--- src/rtl/uart_tx.sv ---
// 8N1 UART transmitter with a small byte FIFO in front of the serializer.
// Bytes go out LSB first; frames run back to back while the FIFO has data.
module uart_tx #(
    parameter int CLK_FREQ   = 50_000_000,
    parameter int BAUD       = 115200,
    parameter int FIFO_DEPTH = 4
) (
    input  logic                        clk,
    input  logic                        rst,
    input  logic [7:0]                  data,
    input  logic                        valid,
    output logic                        ready,
    output logic                        tx,
    output logic                        busy,
    output logic [$clog2(FIFO_DEPTH):0] fifo_count
);

    localparam int CLKS_PER_BIT = CLK_FREQ / BAUD;
    localparam int BW = (CLKS_PER_BIT > 1) ? $clog2(CLKS_PER_BIT) : 1;
    localparam int AW = $clog2(FIFO_DEPTH);

    localparam logic [BW-1:0] BAUD_LAST = BW'(CLKS_PER_BIT - 1);
    localparam logic [AW:0]   FULL      = (AW + 1)'(FIFO_DEPTH);

    typedef enum logic [1:0] {
        IDLE,
        START,
        DATA,
        STOP
    } state_t;

    state_t        state, state_n;
    logic [BW-1:0] baud_cnt, baud_n;
    logic [2:0]    bit_idx, bit_n;
    logic [7:0]    shift, shift_n;
    logic          tx_q, tx_n;

    logic [7:0]    mem [FIFO_DEPTH];
    logic [AW-1:0] wr_ptr, rd_ptr;
    logic [AW:0]   count;

    logic push, pop, has_data, baud_last;

    assign ready      = (count != FULL);
    assign push       = valid && ready;
    assign has_data   = (count != '0);
    assign baud_last  = (baud_cnt == BAUD_LAST);
    assign tx         = tx_q;
    assign busy       = (state != IDLE) || has_data;
    assign fifo_count = count;

    // Storage needs no reset; occupancy is tracked by count and pointers.
    always_ff @(posedge clk) begin
        if (push) begin
            mem[wr_ptr] <= data;
        end
    end

    always_ff @(posedge clk or negedge rst) begin
        if (!rst) begin
            wr_ptr <= '0;
            rd_ptr <= '0;
            count  <= '0;
        end else begin
            if (push) begin
                wr_ptr <= wr_ptr + AW'(1);
            end
            if (pop) begin
                rd_ptr <= rd_ptr + AW'(1);
            end
            unique case ({push, pop})
                2'b10:   count <= count + (AW + 1)'(1);
                2'b01:   count <= count - (AW + 1)'(1);
                default: count <= count;
            endcase
        end
    end

    always_ff @(posedge clk or negedge rst) begin
        if (!rst) begin
            state    <= IDLE;
            baud_cnt <= '0;
            bit_idx  <= '0;
            shift    <= '0;
            tx_q     <= 1'b1;
        end else begin
            state    <= state_n;
            baud_cnt <= baud_n;
            bit_idx  <= bit_n;
            shift    <= shift_n;
            tx_q     <= tx_n;
        end
    end

    always_comb begin
        state_n = state;
        baud_n  = baud_cnt;
        bit_n   = bit_idx;
        shift_n = shift;
        tx_n    = tx_q;
        pop     = 1'b0;
        unique case (state)
            IDLE: begin
                tx_n = 1'b1;
                if (has_data) begin
                    pop     = 1'b1;
                    shift_n = mem[rd_ptr];
                    baud_n  = '0;
                    state_n = START;
                    tx_n    = 1'b0;
                end
            end
            START: begin
                if (baud_last) begin
                    baud_n  = '0;
                    bit_n   = '0;
                    state_n = DATA;
                    tx_n    = shift[0];
                end else begin
                    baud_n = baud_cnt + BW'(1);
                end
            end
            DATA: begin
                if (baud_last) begin
                    baud_n = '0;
                    if (bit_idx == 3'd7) begin
                        state_n = STOP;
                        tx_n    = 1'b1;
                    end else begin
                        bit_n = bit_idx + 3'd1;
                        tx_n  = shift[bit_idx + 3'd1];
                    end
                end else begin
                    baud_n = baud_cnt + BW'(1);
                end
            end
            STOP: begin
                if (baud_last) begin
                    baud_n = '0;
                    // Chain straight into the next start bit when data waits.
                    if (has_data) begin
                        pop     = 1'b1;
                        shift_n = mem[rd_ptr];
                        state_n = START;
                        tx_n    = 1'b0;
                    end else begin
                        state_n = IDLE;
                        tx_n    = 1'b1;
                    end
                end else begin
                    baud_n = baud_cnt + BW'(1);
                end
            end
            default: begin
                state_n = IDLE;
                tx_n    = 1'b1;
            end
        endcase
    end

endmodule

--- config.mk ---
export PLATFORM = sky130hd
export DESIGN_NAME = uart_tx
export DESIGN_NICKNAME = d
export VERILOG_FILES = /design/src/rtl/uart_tx.sv
export SDC_FILE = /design/constraint.sdc
export NUM_CORES = 1
export LEC_CHECK = 0
export BUFFER_PORTS_ARGS = -buffer_cell sky130_fd_sc_hd__buf_2
export CAP_MARGIN = 20
export CORE_MARGIN = 8
export CORE_UTILIZATION = 60
export CTS_BUF_LIST = sky130_fd_sc_hd__clkbuf_16
export CTS_CLUSTER_SIZE = 28
export DETAILED_ROUTE_END_ITERATION = 12
export PLACE_DENSITY = 0.79
export REMOVE_ABC_BUFFERS = 1
export SYNTH_ARGS = -nofsm -noshare
export SYNTH_HDL_FRONTEND = slang
export SYNTH_SLANG_ARGS = --single-unit
export TNS_END_PERCENT = 30
--- constraint.sdc ---
create_clock -name clk -period 4.9 [get_ports clk]
set_input_delay 0.735 -clock clk [delete_from_list [all_inputs] [get_ports clk]]
set_output_delay 0.735 -clock clk [all_outputs]
set_load 0.1 [all_outputs]
**Yosys cells after proc, flatten, opt, wreduce, memory -nomap -nowiden**

Memories as Yosys holds them, arrays and structs flattened.
Index checks and enable logic that the tools add are counted.

- Input port bits: 11
- Bits in latches: 0
- Register bits after elaboration: 30
- Memory bits (writable): 32
- ROM bits: 0
- Logic and storage cells: 74
- Memories: 1
- Output and inout bits: 6

Memory list:

| memory | depth | bits a word | rd ports | clocked after memory_dff | write ports | line | text |
|---|---|---|---|---|---|---|---|
| mem | 4 | 8 | 1 | 0 | 1 | 38 | `logic [7:0] mem [FIFO_DEPTH];` |

- Equality and inequality tests: 14
- Reduce and logical (&&, ||, !) cells: 13
- Muxes and demuxes: 31
- Bitwise logic cells: 0
- Multipliers: 0
- Divide/modulo/power cells: 0
- Shift operators: 0
- Magnitude comparators: 1
- Add/sub/neg operators: 6

Operators with widths:

| cell | count |
|---|---|
| $mux 9 | 2 |
| $pmux 9 s2 | 1 |
| $mux 8 | 2 |
| $pmux 8 s2 | 1 |
| $ne 2x2->1 const B | 6 |
| $pmux 3 s2 | 2 |
| $mux 1 | 11 |
| $mux 2 | 5 |
| $add 9x1->9 const B | 1 |
| $eq 9x9->1 const B | 1 |
| $mux 3 | 3 |
| $pmux 2 s4 | 1 |
| $reduce_bool 2->1 | 4 |
| $add 3x1->3 const B | 2 |
| $eq 2x2->1 const B | 3 |
| $reduce_and 5->1 | 1 |
| $add 2x1->2 const B | 2 |
| $eq 2x1->1 const B | 2 |
| $lt 3x4->1 const B | 1 |
| $pmux 1 s4 | 1 |
| $reduce_and 4->1 | 1 |
| $bmux 1 s3 | 1 |
| $eq 3x3->1 const B | 1 |
| $ne 3x3->1 const B | 1 |
| other kinds (9) | 9 |

**Depth between registers and ports, before layout**

Gate-level depths: netlist of run 1.

- Depth in word-level cells: 6
- Mapped depth: 10
- Gate-level depth less buffers: 10

**Least setup slack after synthesis of run 1**

Ideal clock, no wire load.

- Path type: reg-to-reg
- Start point: register count[2], in the netlist fifo_count[2]
- End point: register count[1], in the netlist fifo_count[1]
- Path slack: 1,463 ps
- Path buffers: 0
- Cell stages (with the launch flop): 7
- Required time: 4,774 ps
- Data arrival time: 3,310 ps
- Library setup time: 126 ps
- Period minus slack after synthesis: 3,437 ps
- Cells stage by stage: dfrtp_1 -> nand2_1 -> and2_1 -> inv_1 -> ha_1 -> fa_1 -> mux2_2

- Elaborated cells on any way between the ends: 10
- Those cells by class: eq/ne (3); mux (4); reduce/logical (3)

RTL lines:

| item | line | text |
|---|---|---|
| from (decl) | 40 | `logic [AW:0] count;` |
| from (signal assigned) | 72 | `2'b10: count <= count + (AW + 1)'(1);` |
| from (signal assigned) | 73 | `2'b01: count <= count - (AW + 1)'(1);` |
| from (signal assigned) | 74 | `default: count <= count;` |
| $ne 3x3->1 * | 44 | `assign ready = (count != FULL);` |
| via ready | 12 | `output logic ready,` |
| $logic_and 1x1->1 * | 45 | `assign push = valid && ready;` |
| $eq 2x1->1 / $eq 2x2->1 (equally long branches) | 71 | `unique case ({push, pop})` |
| $pmux 3 s2 / $reduce_bool 2->1 (equally long branches) | -- |  |

The timed path passes the listed nets; every way through them passes the cells marked *.
A chain may end at the register's enable or synchronous reset.

**Worst setup path after layout of run 1**

- Start point: register state[0]
- End point: output busy

- Longest elaborated chain between the ends: 2

Ends and longest elaborated chain:

| item | line | text |
|---|---|---|
| from (decl) | 32 | `state_t state, state_n;` |
| from (signal assigned) | 87 | `state <= state_n;` |
| $reduce_bool 2->1 | 49 | `assign busy = (state != IDLE) \|\| has_data;` |
| $logic_or 1x1->1 | 49 |  |
| to (decl) | 14 | `output logic busy,` |

No other way between the ends.

==> flow_metrics.tcl, run 1 <==
set metrics [dict create \
    status "completed" \
    min_period_over_period_pct 59.7 \
    path_buf_inv 3 \
    area.growth.synth_to_final_pct 16.7 \
    hold_path.class "in2async" \
    drc 0 \
    met2_length_um 3050 \
    drt_wl_total_um 5910 \
    floorplan.initialDensity_pct 61.5 \
    max_stage_delay_ps 470 \
    netlist_area_um2 2870 \
    m1WireLength_um 2430 \
    ctsResizeCount 0 \
    place_congestion 0.872 \
    arrival_ps 2190 \
    peakVddDrop_mv 0.652 \
    wl_per_cell_um 21.0 \
    synth_most_common_cell "edfxtp_1" \
    io_pins 17 \
    die_w_um 85.1 \
    maxCapViolations 0 \
    setup_tns_ps 0 \
    synth_top_area_share_pct 33.5 \
    drive_above_1_share_pct 26.0 \
    die_y_um 85.1 \
    final_antenna_net_count 0 \
    die_area_um2 7240 \
    clock_latency_ps 320 \
    rsz0062_at_grt "no" \
    crit_path_top_delay_cell "nor4b_4" \
    synth_largest_area_cell "edfxtp_1" \
    dr.pass1.iters 4 \
    top_layer_used "met4" \
    clk_path_buf_depth 2 \
    h-tree-depth 3 \
    layout.nets 248 \
    vias 1747 \
    end_kind "output port" \
    cts_sinks 62 \
    ys_ff_latch 62 \
    finalMaxSlewViolations 0 \
    core_um2 4660 \
    ys_warn_count 0 \
    seq_area_frac_synth_pct 59.8 \
    synth_commonest_cells "32 x edfxtp_1, 29 x dfrtp_1, 14 x ha_1" \
    routed_via_density 6.22 \
    total_leakage_power_uw 0.00135 \
    antenna_cells 0 \
    drtIter0Drc 154 \
    grt.overflow.total 0 \
    cts_made_buffers 9 \
    hold_viol 0 \
    postCtsHoldBufs 0 \
    critPathMaxFanout 9 \
    path_clk_slew_ps 50 \
    slew_headroom_pct 55.4 \
    num_rows 25 \
    dp.cells 265 \
    cts_tree "done" \
    tightest_slew_ps 669 \
    portBuffers 16 \
    wl_met3_um 293 \
    crit_top_cell "inv_1" \
    skew_ps 4.50 \
    critPathKind "reg2out" \
    dpl-instance-area_um2 3000 \
    path_cells "inv_1 > ha_1 > nor4b_4 > inv_1 > buf_2" \
    required_ps 4160 \
    synthFlopType "edfxtp_1" \
    syn-instance-count 198 \
    cts_setup_buffers 0 \
    cts_root_buffer "clkbuf_16" \
    grt_pass1_vias 1830 \
    final_util_pct 71.8 \
    finalInstanceArea_um2 3340 \
    setup-violations-final 0 \
    synth-async-reset-ratio_pct 48.4 \
    synth_area_leaders "edfxtp_1 34%, dfrtp_1 25%, mux4_2 7.1%, ha_1 6.1%, mux2_2 3.9%" \
    syn_area_per_cell_um2 14.5 \
    yosysUniqueCellTypes 42 \
    post-route-min-period_ps 2920 \
    cpLargestDelayFamily "buffers and inverters" \
    dp_hpwl_um 3760 \
    antenna_found_initial 0 \
    pwr_density_cell_nw_per_um2 719 \
    startpoint_type "register" \
    fmax_ghz 0.342 \
    synth_edf_count 32 \
    grt_max_degree 31 \
    finalNonFillerCells 281 \
    grtUsageTotal_pct 17.4 \
    grt_first_pass_wirelength_um 9450 \
]
[where the power goes]
group	internal (uW)	switching [uW]
Clock	498	230
Sequential	705	146
Combinational	341	483
[state kept, by name (all words and copies together) (netlist names)]
name and flops:
mem 32, shift 8, rd_ptr 2, bit_idx 3, baud_cnt 9, wr_ptr 2, tx 1, fifo_count 3
state 2
[layout by cell type (no fill, tap or decap), types with 8 or more instances in the layout]
| cell type | count |
|---|---|
| nand2_1 | 13 |
| mux4_2 | 9 |
| edfxtp_1 | 32 |
| o21ai_0 | 10 |
| inv_1 | 8 |
| nor2_1 | 10 |
| ha_1 | 14 |
| dfrtp_1 | 29 |
| clkbuf_16 | 9 |
| buf_2 | 16 |
| mux2_2 | 10 |
[kinds of logic after synthesis]
kind of cell	count (synthesis)	share of synthesized area [%]
flops	62	59.8
simple gates	49	9.74
compound gates	34	8.08
mux	20	11.9
fa+ha+maj	15	6.81
buf+inv	11	1.53
xor+xnor	7	2.14
[final cells by class]
cell class                      count  area (um2)
Inverter                            8        30.0
Timing Repair Buffer               16        80.1
Multi-Input combinational cell    125        1110
Sequential cell                    62        1710
Fill cell                         300        1320
Tap cell                           54        67.6
Clock buffer                        9         225
Clock inverter                      7         120
[layer usage]
| metal | track usage, % | vias up |
|---|---|---|
| met3 | 4.63 | 15 |
| met1 | 20.3 | 872 |
| li1 | - | 798 |
| met4 | 8.25 | 0 |
| met5 | 0 | - |
| met2 | 29.0 | 62 |
[through the flow]
| step | total power (uW) | hold slack (ps) | setup slack (ps) |
|---|---|---|---|
| after floorplan | 1470 | 439 | 1460 |
| after global placement | 1590 | 481 | 2530 |
| after detailed placement | 1660 | 486 | 2400 |
| after CTS | 2410 | 462 | 1990 |
| after global routing | 2500 | 511 | 1830 |
| final | 2400 | 447 | 1980 |
[worst paths after layout]
| path | from | endpoint | slack (ps) | cells past startpoint |
|---|---|---|---|---|
| hold / removal | rst | shift[2] | 450 | 1 |
| max in group asynchronous | rst | baud_cnt[1] | 4020 | 1 |
| setup reg to reg | baud_cnt[1] | fifo_count[1] | 2430 | 8 |
| hold reg to reg | shift[6] | shift[6] | 500 | 1 |
| setup / recovery | state[0] | busy | 1980 | 5 |
| min in group clk | shift[6] | shift[6] | 500 | 1 |
Power figures use the tool's default switching activity.
==> inputs of run 2 (changes only) <==
--- a/config.mk
+++ b/config.mk
@@ -8,11 +8,11 @@
 export BUFFER_PORTS_ARGS = -buffer_cell sky130_fd_sc_hd__buf_2
 export CAP_MARGIN = 20
 export CORE_MARGIN = 8
-export CORE_UTILIZATION = 60
+export CORE_UTILIZATION = 54
 export CTS_BUF_LIST = sky130_fd_sc_hd__clkbuf_16
 export CTS_CLUSTER_SIZE = 28
 export DETAILED_ROUTE_END_ITERATION = 12
-export PLACE_DENSITY = 0.79
+export PLACE_DENSITY = 0.75
 export REMOVE_ABC_BUFFERS = 1
 export SYNTH_ARGS = -nofsm -noshare
 export SYNTH_HDL_FRONTEND = slang
==> constraint.sdc (replaced) <==
create_clock -name clk -period 2.6 [get_ports clk]
set_input_delay 0.39 -clock clk [delete_from_list [all_inputs] [get_ports clk]]
set_output_delay 0.39 -clock clk [all_outputs]
set_load 0.1 [all_outputs]
==> run 2 against run 1 <==
Clock power is 74% higher. Count of clock-buffer cells in the layout stayed put. Critical path depth is 3 higher. Largest cell class unchanged. Register-to-register slack worse by 2100 ps. Critical path type is now reg2reg. Clock skew hardly changed. Power is 81% higher. Non-clock buffer count is 3 higher. Sequential share of layout area is 0.32 points lower. Hold slack worse by 360 ps. Setup slack worse by 1700 ps. Wire length is 15% lower.
==> flow_metrics.tcl, run 2 (synthesized netlist as in run 1, its figures left out) <==
set metrics [dict create \
    pwr-share-clk_pct 29.2 \
    end_kind "register" \
    startpoint_type "register" \
    drt_wl_total_um 5040 \
    place_congestion 0.752 \
    arrival_ps 2480 \
    vias 1661 \
    pwr-share-seq_pct 36.3 \
    portBuffers 16 \
    ctsResizeCount 0 \
    clk_path_buf_depth 2 \
    dpl-instance-area_um2 3040 \
    skew_ps 4.81 \
    clock_latency_ps 330 \
    netSwitchingPower_uw 1550 \
    die_y_um 88.8 \
    h-tree-depth 3 \
    finalMaxSlewViolations 0 \
    setup-violations-final 0 \
    floorplan.initialDensity_pct 56.1 \
    min_period_over_period_pct 87.9 \
    dp.cells 284 \
    fmax_ghz 0.438 \
    drive_above_1_share_pct 26.5 \
    required_ps 2790 \
    intPower_uw 2810 \
    largest_register_ffs 32 \
    slew_headroom_pct 56.0 \
    cts_tree "done" \
    dp_hpwl_um 3470 \
    area.growth.synth_to_final_pct 17.5 \
    drc 0 \
    status "completed" \
    setup_tns_ps 0 \
    antenna_found_initial 0 \
    path_cells "nor3_1 > nor2_4 > o21a_1 > ha_1 > fa_1 > xnor2_1 > nor2_1 > xor2_1" \
    total_leakage_power_uw 0.00135 \
    critPathKind "reg2reg" \
    critPathMaxFanout 7 \
    core_um2 5110 \
    seq_area_um2 1710 \
    postCtsHoldBufs 0 \
    tightest_slew_ps 660 \
    drtIter0Drc 73 \
    pwr_density_cell_nw_per_um2 1290 \
    grt.overflow.total 0 \
    post-route-min-period_ps 2280 \
    rrSetupSlack_ps 320 \
    hold_viol 0 \
    total_power_uw 4360 \
    grt_first_pass_wirelength_um 8630 \
    finalNonFillerCells 300 \
    cts_root_buffer "clkbuf_16" \
    wl_per_cell_um 16.8 \
    path_buf_inv 0 \
    antenna_cells 0 \
    cts_sinks 62 \
    path_clk_slew_ps 50 \
    p_sw_share_pct 35.5 \
    max_stage_delay_ps 490 \
    finalInstanceArea_um2 3370 \
    regMostFlops "mem" \
    routed_via_density 5.54 \
    layout_commonest_cell "edfxtp_1" \
    power.share.combinational_pct 34.5 \
    cpLargestDelayFamily "adder cells" \
    grt_max_degree 31 \
    num_rows 26 \
    maxCapViolations 0 \
    cts_made_buffers 9 \
    layout.nets 251 \
    mostFrequentLayoutCells "32 x edfxtp_1, 29 x dfrtp_1, 16 x buf_2" \
    multiInputGateArea_um2 1110 \
    final_antenna_net_count 0 \
    rsz0062_at_grt "no" \
    grtUsageTotal_pct 14.9 \
    die_w_um 88.8 \
    peakVddDrop_mv 0.866 \
    dr.pass1.iters 4 \
    cts_setup_buffers 0 \
    die_area_um2 7890 \
    n_fill_cell 363 \
    hold_path.class "in2async" \
    grt_pass1_vias 1733 \
    largest_registers "mem: 32 flops, baud_cnt: 9 flops, shift: 8 flops" \
    crit_path_top_delay_cell "dfrtp_1" \
    io_pins 17 \
]
==> run 2: cell types whose count changed in the layout (fill, tap and decap cells not counted), sizes merged <==
cell,delta
clkinvlp,-1
inv,+1
bufinv,-1
clkinv,+1
buf,+3
==> run 2: layout make-up <==
class	instances	share of cell area [%]
timing repair buffer	19	3.05
tap	70	2.60
clock inverter	7	2.94
sequential	62	50.9
multi-input combinational	125	32.9
inverter	8	0.892
clock buffer	9	6.69
==> run 2: worst paths after layout <==
kind,depth (start not counted),endpoint,from
min in group clk,1,mem[2][2],data[2]
min reg2reg,1,baud_cnt[8],baud_cnt[8]
max in group asynchronous,1,bit_idx[0],rst
min,1,baud_cnt[5],rst
max reg2reg,8,fifo_count[2],fifo_count[0]
max,8,fifo_count[2],fifo_count[0]
==> run 2: through the flow <==
step / setup slack (ps) / hold WS [ps] / utilization (%)
after global placement: 437 / 462 / 59.6
after global routing: 189 / 157 / 65.9
after CTS: 318 / 123 / 65.9
final: 316 / 91.8 / 65.9
after detailed placement: 381 / 467 / 59.6
after floorplan: -837 / 94.4 / -
==> run 2: routing by layer <==
metal  wire length, um  GRT usage, %  vias to the layer above  share of wire (%)
li1                  -             -                      807                  -
met1              2340          18.2                      826                 46
met2              2460          23.2                       22                 49
met3               185          5.57                        6                3.7
met4                55          5.99                        0                1.1
met5                 0             0                        -                  0
==> run 2: power groups by stage <==
stage / sequential, uW / clock [uW] / combinational (uW)
final: 1580 / 1270 / 1500
after global routing: 1640 / 1340 / 1640
after CTS: 1590 / 1290 / 1520
after detailed placement: 1600 / 0 / 1500
after global placement: 1580 / 0 / 1460
after floorplan: 1730 / 0 / 1040
==> run 2: worst register-to-register path: stages, from the launching register on <==
cell     delay (ps)
dfrtp_1         490
nor3_1          390
nor2_4           70
o21a_1          160
ha_1            240
fa_1            400
xnor2_1         190
nor2_1           70
xor2_1          150
==> inputs of run 3 (changes only) <==
--- a/config.mk
+++ b/config.mk
@@ -8,11 +8,10 @@
 export BUFFER_PORTS_ARGS = -buffer_cell sky130_fd_sc_hd__buf_2
 export CAP_MARGIN = 20
 export CORE_MARGIN = 8
-export CORE_UTILIZATION = 54
+export CORE_UTILIZATION = 42
 export CTS_BUF_LIST = sky130_fd_sc_hd__clkbuf_16
 export CTS_CLUSTER_SIZE = 28
 export DETAILED_ROUTE_END_ITERATION = 12
-export PLACE_DENSITY = 0.75
 export REMOVE_ABC_BUFFERS = 1
 export SYNTH_ARGS = -nofsm -noshare
 export SYNTH_HDL_FRONTEND = slang
==> run 3 against run 2 <==
Global-route usage is 4.0 points lower. Power is 2.8% lower. Flip-flop and latch count stayed put. Count of clock-buffer cells in the layout stayed put. Die area is 23% higher. Clock skew is 1.2 ps lower. Critical endpoint is now busy. Largest cell class unchanged. Largest power group unchanged.
==> flow_metrics.tcl, run 3 (synthesized netlist as in run 1, its figures left out) <==
set metrics [dict create \
    status "completed" \
    drt_wl_total_um 4870 \
    setup-violations-final 0 \
    dp_slack_ps 381 \
    io_pins 17 \
    drive_above_1_share_pct 27.0 \
    setup_ws_ps 228 \
    antenna_found_initial 0 \
    p_sw_share_pct 36.0 \
    final_antenna_net_count 0 \
    grt_max_degree 31 \
    rrSetupSlack_ps 400 \
    place_congestion 0.729 \
    netSwitchingPower_uw 1520 \
    pwr_density_cell_nw_per_um2 1260 \
    power.share.combinational_pct 35.0 \
    die_w_um 98.6 \
    cts_sinks 62 \
    clock_latency_ps 320 \
    layout.nets 251 \
    cpLargestDelayFamily "buffers and inverters" \
    path_cells "inv_1 > ha_1 > nor4b_4 > buf_4 > inv_1 > buf_2" \
    cts_made_buffers 9 \
    grt.overflow.total 0 \
    maxCapViolations 0 \
    reg2reg_to "fifo_count[1]" \
    min_period_over_period_pct 91.2 \
    finalNonFillerCells 310 \
    area.growth.synth_to_final_pct 17.0 \
    regMostFlops "mem" \
    floorplan.initialDensity_pct 42.9 \
    routed_via_density 5.40 \
    final_util_pct 50.2 \
    wl_per_cell_um 15.7 \
    core_um2 6680 \
    fmax_ghz 0.422 \
    pwr-share-seq_pct 37.1 \
    critPathKind "reg2out" \
    cts_tree "done" \
    hold_viol 0 \
    startpoint_type "register" \
    drc 0 \
    cts_setup_buffers 0 \
    max_stage_delay_ps 440 \
    grtUsageTotal_pct 10.9 \
    total_leakage_power_uw 0.00134 \
    peakVddDrop_mv 0.527 \
    end_kind "output port" \
    largest_registers "mem: 32 flops, baud_cnt: 9 flops, shift: 8 flops" \
    dr.pass1.iters 4 \
    die_y_um 98.6 \
    tightest_slew_ps 662 \
    largest_register_ffs 32 \
    mostFrequentLayoutCells "32 x edfxtp_1, 29 x dfrtp_1, 16 x buf_2" \
    vias 1674 \
    dp_hpwl_um 3410 \
    required_ps 2210 \
    skew_ps 3.65 \
    pwr-share-clk_pct 27.9 \
    clk_path_buf_depth 2 \
    layout_commonest_cell "edfxtp_1" \
    portBuffers 16 \
    h-tree-depth 3 \
    total_power_uw 4230 \
    dp.cells 294 \
    rsz0062_at_grt "no" \
    crit_top_cell "inv_1" \
    rr_startpoint "state[0]" \
    ctsResizeCount 0 \
    intPower_uw 2710 \
    postCtsHoldBufs 0 \
    finalMaxSlewViolations 0 \
    num_rows 30 \
    path_clk_slew_ps 50 \
    grt_first_pass_wirelength_um 8170 \
    slew_headroom_pct 55.9 \
    hold_path.class "in2async" \
    cp.depth 6 \
    r2r_cells 7 \
    setup_tns_ps 0 \
    post-route-min-period_ps 2370 \
    arrival_ps 1980 \
    drtIter0Drc 61 \
    antenna_cells 0 \
    grt_pass1_vias 1691 \
    crit_path_top_delay_cell "buf_2" \
    critPathMaxFanout 9 \
    cp-startpoint "state[0]" \
    path_buf_inv 4 \
    cts_root_buffer "clkbuf_16" \
    die_area_um2 9720 \
]
run 3: cell count changes in the layout (fill, tap and decap cells not counted), sizes merged:
| cell | change |
|---|---|
| clkinv | +1 |
| inv | -1 |
| bufinv | -1 |
| clkinvlp | +1 |
run 3: metal layers:
layer	vias to the layer above	share of wire, %	global-route usage [%]
li1	805	-	-
met1	833	47	13.3
met2	28	48	16.8
met3	8	3.7	3.52
met4	0	1.6	5.67
met5	-	0	0
run 3: worst reg2reg max path: stages (launching register included):
cell	delay, ps
dfrtp_1	370
inv_1	100
ha_1	370
nor2_4	150
o21a_1	200
ha_1	220
fa_1	410
mux2_2	260
run 3: power groups by stage:
stage,Combinational [uW],Clock (uW),Sequential (uW)
6_report,1480,1180,1570
5_1_grt,1630,1240,1610
4_1_cts,1510,1200,1580
3_5_place_dp,1510,0,1600
3_3_place_gp,1480,0,1590
2_1_floorplan,1040,0,1730
run 3: per-stage QoR:
stage	instance area (um2)	hold WS [ps]
final	3350	97.5
after floorplan	2850	94.4
after global placement	3050	468
after CTS	3350	123
after global routing	3350	148
after detailed placement	3050	470
run 3: worst max path at each step:
stage | to | slack (ps)
global placement | fifo_count[2] | 440
CTS | busy | 200
global route | busy | 130
finish | busy | 230
detailed placement | fifo_count[2] | 380
floorplan | fifo_count[1] | -840
run 3: final cells by class:
cell class,count,area [um2]
Multi-Input combinational cell,125,1110
Inverter,8,30.0
Fill cell,570,3330
Sequential cell,62,1710
Tap cell,80,100
Timing Repair Buffer,19,103
Clock buffer,9,225
Clock inverter,7,73.8
